File: src/rtl/traffic_timer_pkg.sv
// Shared definitions for the traffic timer: counter width, FSM encodings,
// simulation prescale value and 7-segment patterns (used when TIMER_SEG_EN is defined).
package traffic_timer_pkg;

  // Counter width shared by the controller and the timer
  localparam int unsigned TIMER_CNT_W = 4;

  // Prescale value used in simulation instead of the 1 s board value
  localparam int unsigned SIM_TICK_DIV = 4;

  typedef enum logic [1:0] {
    StIdle  = 2'd0,
    StArmed = 2'd1,
    StCount = 2'd2,
    StDone  = 2'd3
  } timer_state_e;

  // Active-low 7-segment patterns, bit order gfedcba
  localparam logic [6:0] SEG_0 = 7'b1000000;
  localparam logic [6:0] SEG_1 = 7'b1111001;
  localparam logic [6:0] SEG_2 = 7'b0100100;
  localparam logic [6:0] SEG_3 = 7'b0110000;
  localparam logic [6:0] SEG_4 = 7'b0011001;
  localparam logic [6:0] SEG_5 = 7'b0010010;
  localparam logic [6:0] SEG_6 = 7'b0000010;
  localparam logic [6:0] SEG_7 = 7'b1111000;
  localparam logic [6:0] SEG_8 = 7'b0000000;
  localparam logic [6:0] SEG_9 = 7'b0010000;
  localparam logic [6:0] SEG_A = 7'b0001000;
  localparam logic [6:0] SEG_B = 7'b0000011;
  localparam logic [6:0] SEG_C = 7'b1000110;
  localparam logic [6:0] SEG_D = 7'b0100001;
  localparam logic [6:0] SEG_E = 7'b0000110;
  localparam logic [6:0] SEG_F = 7'b0001110;

  // Hex digit to active-low 7-segment pattern
  function automatic logic [6:0] hex_to_seg(input logic [3:0] v);
    logic [6:0] s;
    case (v)
      4'h0:    s = SEG_0;
      4'h1:    s = SEG_1;
      4'h2:    s = SEG_2;
      4'h3:    s = SEG_3;
      4'h4:    s = SEG_4;
      4'h5:    s = SEG_5;
      4'h6:    s = SEG_6;
      4'h7:    s = SEG_7;
      4'h8:    s = SEG_8;
      4'h9:    s = SEG_9;
      4'hA:    s = SEG_A;
      4'hB:    s = SEG_B;
      4'hC:    s = SEG_C;
      4'hD:    s = SEG_D;
      4'hE:    s = SEG_E;
      default: s = SEG_F;
    endcase
    return s;
  endfunction

endpackage

File: src/rtl/traffic_timer_if.sv
// Timer interface between the traffic light controller (master) and the
// countdown timer (slave). seg exists only when TIMER_SEG_EN is defined.
interface traffic_timer_if
  import traffic_timer_pkg::*;
#(
  parameter int unsigned CNT_W = TIMER_CNT_W
) ();

  logic             timer_load;
  logic             timer_en;
  logic [CNT_W-1:0] timer_init;
  logic [CNT_W-1:0] timer_out;
  logic             tick;
  logic             expired;
`ifdef TIMER_SEG_EN
  logic [6:0]       seg;
`endif

  modport master (
    output timer_load,
    output timer_en,
    output timer_init,
    input  timer_out,
    input  tick,
    input  expired
`ifdef TIMER_SEG_EN
    ,
    input  seg
`endif
  );

  modport slave (
    input  timer_load,
    input  timer_en,
    input  timer_init,
    output timer_out,
    output tick,
    output expired
`ifdef TIMER_SEG_EN
    ,
    output seg
`endif
  );

endinterface

File: src/rtl/traffic_timer_tick_prescaler.sv
// Prescaler: counts enabled cycles 0..TICK_DIV-1 and raises a combinational
// wrap strobe in the cycle where it rolls back to 0. clr has priority over en.
module traffic_timer_tick_prescaler #(
  parameter int unsigned TICK_DIV = 50000000
) (
  input  logic clk,
  input  logic rst,
  input  logic clr,
  input  logic en,
  output logic wrap
);

  localparam int unsigned PW = (TICK_DIV > 1) ? $clog2(TICK_DIV) : 1;
  localparam logic [PW-1:0] LAST = PW'(TICK_DIV - 1);

  logic [PW-1:0] cnt_q;
  logic          at_last;

  assign at_last = (cnt_q == LAST);
  assign wrap    = en && !clr && at_last;

  // Prescale counter: clear, advance when enabled, otherwise hold
  always_ff @(posedge clk or posedge rst) begin
    if (rst) begin
      cnt_q <= '0;
    end else if (clr) begin
      cnt_q <= '0;
    end else if (en) begin
      cnt_q <= at_last ? '0 : cnt_q + 1'b1;
    end
  end

endmodule

File: src/rtl/traffic_timer.sv
// Countdown timer on the responder side of the traffic light controller.
// One count lasts TICK_DIV enabled clock cycles. Optional macro TIMER_SEG_EN
// adds a registered 7-segment decode of timer_out on the interface.
module traffic_timer
  import traffic_timer_pkg::*;
#(
  parameter int unsigned TICK_DIV = 50000000,
  parameter int unsigned CNT_W    = TIMER_CNT_W
) (
  input  logic             clk,
  input  logic             rst,
  traffic_timer_if.slave   tmr
);

  timer_state_e     state_q, state_d;
  logic [CNT_W-1:0] cnt_q, cnt_d;
  logic             tick_q, tick_d;
  logic             expired_q, expired_d;
  logic             pre_clr, pre_en, wrap;
  logic             load;

  assign load = tmr.timer_load;

  traffic_timer_tick_prescaler #(
    .TICK_DIV (TICK_DIV)
  ) u_prescaler (
    .clk  (clk),
    .rst  (rst),
    .clr  (pre_clr),
    .en   (pre_en),
    .wrap (wrap)
  );

  // Prescaler control; the enabled ARMED cycle that starts counting already
  // counts as the first prescaled cycle, so the first decrement lands exactly
  // TICK_DIV enabled cycles after counting begins.
  always_comb begin
    pre_clr = load;
    pre_en  = 1'b0;
    case (state_q)
      StIdle:  pre_en = 1'b0;
      StArmed: pre_en = tmr.timer_en && !load && (cnt_q != '0);
      StCount: pre_en = tmr.timer_en && !load;
      StDone:  pre_en = 1'b0;
      default: pre_clr = 1'b1;
    endcase
  end

  // State and output registers
  always_ff @(posedge clk or posedge rst) begin
    if (rst) begin
      state_q   <= StIdle;
      cnt_q     <= '0;
      tick_q    <= 1'b0;
      expired_q <= 1'b0;
    end else begin
      state_q   <= state_d;
      cnt_q     <= cnt_d;
      tick_q    <= tick_d;
      expired_q <= expired_d;
    end
  end

  // Next-state logic: load overrides everything, enable drives progress
  always_comb begin
    state_d = state_q;
    if (load) begin
      state_d = StArmed;
    end else begin
      case (state_q)
        StIdle:  state_d = StIdle;
        StArmed: begin
          if (tmr.timer_en) begin
            state_d = (cnt_q == '0) ? StDone : StCount;
          end
        end
        StCount: begin
          if (cnt_q == '0) begin
            state_d = StDone;
          end else if (tmr.timer_en && wrap && (cnt_q == CNT_W'(1))) begin
            state_d = StDone;
          end
        end
        StDone:  state_d = StDone;
        default: state_d = StIdle;
      endcase
    end
  end

  // Next values of the registered outputs; decrement is guarded so 0 never wraps
  always_comb begin
    cnt_d     = cnt_q;
    tick_d    = 1'b0;
    expired_d = (state_d == StDone);
    if (load) begin
      cnt_d = tmr.timer_init;
    end else begin
      case (state_q)
        StIdle, StArmed, StDone: cnt_d = cnt_q;
        StCount: begin
          tick_d = wrap;
          if (wrap && (cnt_q != '0)) begin
            cnt_d = cnt_q - 1'b1;
          end
        end
        default: begin
          cnt_d     = '0;
          expired_d = 1'b0;
        end
      endcase
    end
  end

  assign tmr.timer_out = cnt_q;
  assign tmr.tick      = tick_q;
  assign tmr.expired   = expired_q;

`ifdef TIMER_SEG_EN
  logic [6:0] seg_q;

  // Display register, one cycle behind timer_out
  always_ff @(posedge clk or posedge rst) begin
    if (rst) begin
      seg_q <= SEG_0;
    end else begin
      seg_q <= hex_to_seg(4'(cnt_q));
    end
  end

  assign tmr.seg = seg_q;
`endif

endmodule

File: src/flat_wrapper.sv
// flat-port wrapper written by rule: the top's interface ports become plain ports
module traffic_timer_flat import traffic_timer_pkg::*;
#(
  parameter int unsigned TICK_DIV = 50000000,
  parameter int unsigned CNT_W    = TIMER_CNT_W
)
  (clk, rst, tmr_timer_load, tmr_timer_en, tmr_timer_init, tmr_timer_out, tmr_tick, tmr_expired);
  traffic_timer_if #(.CNT_W(CNT_W)) tmr_i ();
  input  logic clk;
  input  logic rst;
  input wire logic [$bits(tmr_i.timer_load)-1:0] tmr_timer_load;
  input wire logic [$bits(tmr_i.timer_en)-1:0] tmr_timer_en;
  input wire logic [$bits(tmr_i.timer_init)-1:0] tmr_timer_init;
  output wire logic [$bits(tmr_i.timer_out)-1:0] tmr_timer_out;
  output wire logic [$bits(tmr_i.tick)-1:0] tmr_tick;
  output wire logic [$bits(tmr_i.expired)-1:0] tmr_expired;
  assign tmr_i.timer_load = tmr_timer_load;
  assign tmr_i.timer_en = tmr_timer_en;
  assign tmr_i.timer_init = tmr_timer_init;
  assign tmr_timer_out = tmr_i.timer_out;
  assign tmr_tick = tmr_i.tick;
  assign tmr_expired = tmr_i.expired;
  traffic_timer #(.TICK_DIV(TICK_DIV), .CNT_W(CNT_W)) u_core (.clk(clk), .rst(rst), .tmr(tmr_i));
endmodule
File: config.mk
export PLATFORM = sky130hd
export DESIGN_NAME = traffic_timer_flat
export DESIGN_NICKNAME = d
export VERILOG_FILES = /design/src/rtl/traffic_timer_pkg.sv /design/src/rtl/traffic_timer_if.sv /design/src/rtl/traffic_timer_tick_prescaler.sv /design/src/rtl/traffic_timer.sv /design/src/flat_wrapper.sv
export SDC_FILE = /design/constraint.sdc
export NUM_CORES = 1
export LEC_CHECK = 0
export CORE_AREA = 2 2 70 72
export DETAILED_ROUTE_END_ITERATION = 10
export DIE_AREA = 0 0 72 74
export GPL_TIMING_DRIVEN = 1
export SLEW_MARGIN = 20
export SYNTH_ARGS = -nofsm -noshare
export SYNTH_HDL_FRONTEND = slang
export SYNTH_SLANG_ARGS = --single-unit
File: constraint.sdc
create_clock -name clk -period 2.89 [get_ports clk]
set_clock_uncertainty 0.1 [all_clocks]
set_input_delay 0.578 -clock clk [delete_from_list [all_inputs] [get_ports clk]]
set_output_delay 0.578 -clock clk [all_outputs]
set_load 0.02 [all_outputs]
==> reports/results.tsv <==
metric	value	unit
initial_core_util	43.8	%
grt_use_total	21.4	%
power.leakage	0.918	nW
gr-total-overflow	0	
grt_pass1_vias	1760	
post_cts_resized	0	
synthFlopType	dfrtp_1	
vdd.ir_drop.worst	0.214	mV
clock_latency	0.28	ns
async_reset_ff_share	100	%
synth_top_family_by_area	simple AND/OR/NAND/NOR gates	
layout-drive-gt1-share	10.1	%
yosysUniqueCellTypes	51	
synth_mux_area_share	1.06	%
crit_path_start_kind	input port	
core_area	4600	um2
finalPower	0.991	mW
regArea	851	um2
antenna_cells	0	
fmax	405	MHz
hold_buffers	0	
drc	0	
cts_root_buf	clkbuf_8	
hold_viol_final	0	
slew_headroom	55.3	%
path_clk_slew	0.06	ns
slowest_delay	0.56	ns
status	finished, final reports clean	
htree_levels	2	
drv_slew	0	
cts_tree	yes	
crit_type	in -> reg	
rsz0062_at_grt	no	
die_y	74	um
synth_nets	239	
finalCritPeriodShare	85.5	%
synth-simple-area-share	28.9	%
drt_first_pass_iters	4	
postLayoutCellArea	2340	um2
arrival	2.54	ns
clock_sinks	34	
setup_viol	0	
wl_per_cell	17.2	um
final.setup.tns	0	ns
layout_commonest_cell	dfrtp_1	
grt_max_degree	35	
synthToLayoutAreaGrowth	16.2	%
drt_iter0_drc	112	
required	2.96	ns
synth_fa_ha_area_share	1.86	%
period_needed	2.47	ns
synth_edf_count	0	
nets	260	
netlist_area	2020	um2
layout_common_cells	34 x dfrtp_1, 22 x a31oi_1, 19 x nand3_1	
p_per_area	423	nW/um2
multi_input_area	1050	um2
vias_per_cell	6.17	
cts_buffers	5	
synth-compound-area-share	18.7	%
ys_seq_area_share	42.2	%
num_rows	25	
syn-instance-count	228	
gp_congestion	0.833	
hold_class	reg -> reg	
placed_cells	296	
ios	14	
synthXorXnorAreaFrac	1.74	%
ys_seq_elements	34	
die_area	5330	um2
chipWidth	72	um
antenna_found_initial	0	
io_buffers	13	
ant_nets	0	
wl	5.21	mm
instances_no_fill	302	
num_vias	1862	
worstMarginPinSlew	0.665	ns
yosys_warnings	0	
worstPathCellList	clkdlybuf4s50_1, and2b_1, or3b_2, nor3_1, mux2i_1, mux2_2	
drv_cap	0	
cp_max_fo	5	
dpl.hpwl	3.63	mm
critPathSlowestCell	clkdlybuf4s50_1	
post_cts_buffers	0	
syn_area_per_cell	8.84	um2
endpoint_kind	flop	
clockBufferDepth	2	
grt_pass1_wl	8.80	mm
num-fill-cells	440	
place_area	2260	um2
report_power, final:
part	internal (mW)	total [mW]	leakage [nW]	switching (mW)
sequential	0.489	0.505	0.461	0.0165
clock	0.184	0.347	0.0431	0.164
combinational	0.0580	0.138	0.414	0.0801
total	0.730	0.991	0.918	0.260
kinds of logic (layout without fill, tap and decap cells):
| family | Yosys count | after routing |
|---|---|---|
| AND/OR/NAND/NOR | 98 | 98 |
| AO/OA/AOI/OAI | 58 | 58 |
| flip-flops | 34 | 34 |
| buffers and inverters | 29 | 49 |
| XOR/XNOR | 4 | 4 |
| adder cells (fa/ha/maj) | 3 | 3 |
| multiplexers | 2 | 2 |
synthesized netlist by cell type (5+ instances only):
cell type   n  area share, %
o21ai_0    12            3.0
nor4_1      7            2.2
clkbuf_1    5           0.93
nor3_1      5            1.2
nor2_1     11            2.0
or4_1       8            3.0
inv_1      18            3.4
nand2_1    14            2.6
dfrtp_1    34             42
or3_1       6            1.9
nand4_1     5            1.6
nand3_1    19            4.7
a31oi_1    22            6.8
state kept, by name, summed over array words and instances (netlist names):
register	flops
u_core.tmr.expired	1
u_core.tmr.tick	1
u_core.tmr.timer_out	4
u_core.u_prescaler.cnt_q	26
u_core.state_q	2
cell type report:
cell class / count / area share [%]
multi-input cells: 165 / 45.0
flip-flops and latches: 34 / 36.3
repair buffers: 25 / 9.40
clock buffers: 6 / 3.53
inverters: 18 / 2.88
well taps: 54 / 2.88
worst paths after layout:
path | start | end | slack, ns | cells after the start
worst min-delay path | u_core.u_prescaler.cnt_q[22]$_DFFE_PP0P_ | u_core.u_prescaler.cnt_q[22]$_DFFE_PP0P_ | 0.43 | 1
worst max-delay path | tmr_timer_en | u_core.tmr.timer_out[1]$_DFFE_PP0P_ | 0.42 | 6
worst min register to register | u_core.u_prescaler.cnt_q[22]$_DFFE_PP0P_ | u_core.u_prescaler.cnt_q[22]$_DFFE_PP0P_ | 0.43 | 1
worst max register to register | u_core.u_prescaler.cnt_q[0]$_DFFE_PP0P_ | u_core.u_prescaler.cnt_q[17]$_DFFE_PP0P_ | 0.53 | 6
max in group asynchronous | rst | u_core.tmr.timer_out[1]$_DFFE_PP0P_ | 1.79 | 3
min in group asynchronous | rst | u_core.u_prescaler.cnt_q[21]$_DFFE_PP0P_ | 0.59 | 3
per-stage QoR:
step	hold WS, ns	utilization [%]	setup slack (ns)
floorplan	0.387	-	0.550
global placement	0.416	49.1	0.184
detailed placement	0.418	49.1	0.133
CTS	0.427	50.9	0.436
global route	0.457	50.9	0.312
finish	0.429	50.9	0.419
worst max-delay path, delay by kind of cell:
| family | cells | cell delay, ns |
|---|---|---|
| buffers and inverters | 1 | 0.56 |
| muxes | 2 | 0.39 |
| and+or+nand+nor | 3 | 1.02 |
layer usage:
| metal | GRT usage (%) | routed length [um] | vias to the layer above |
|---|---|---|---|
| met2 | 32.0 | 2270 | 32 |
| met3 | 4.07 | 190 | 6 |
| met1 | 31.2 | 2680 | 912 |
| met5 | 0 | 0 | - |
| met4 | 7.34 | 70 | 0 |
| li1 | - | - | 912 |
Power figures use the tool's default switching activity.
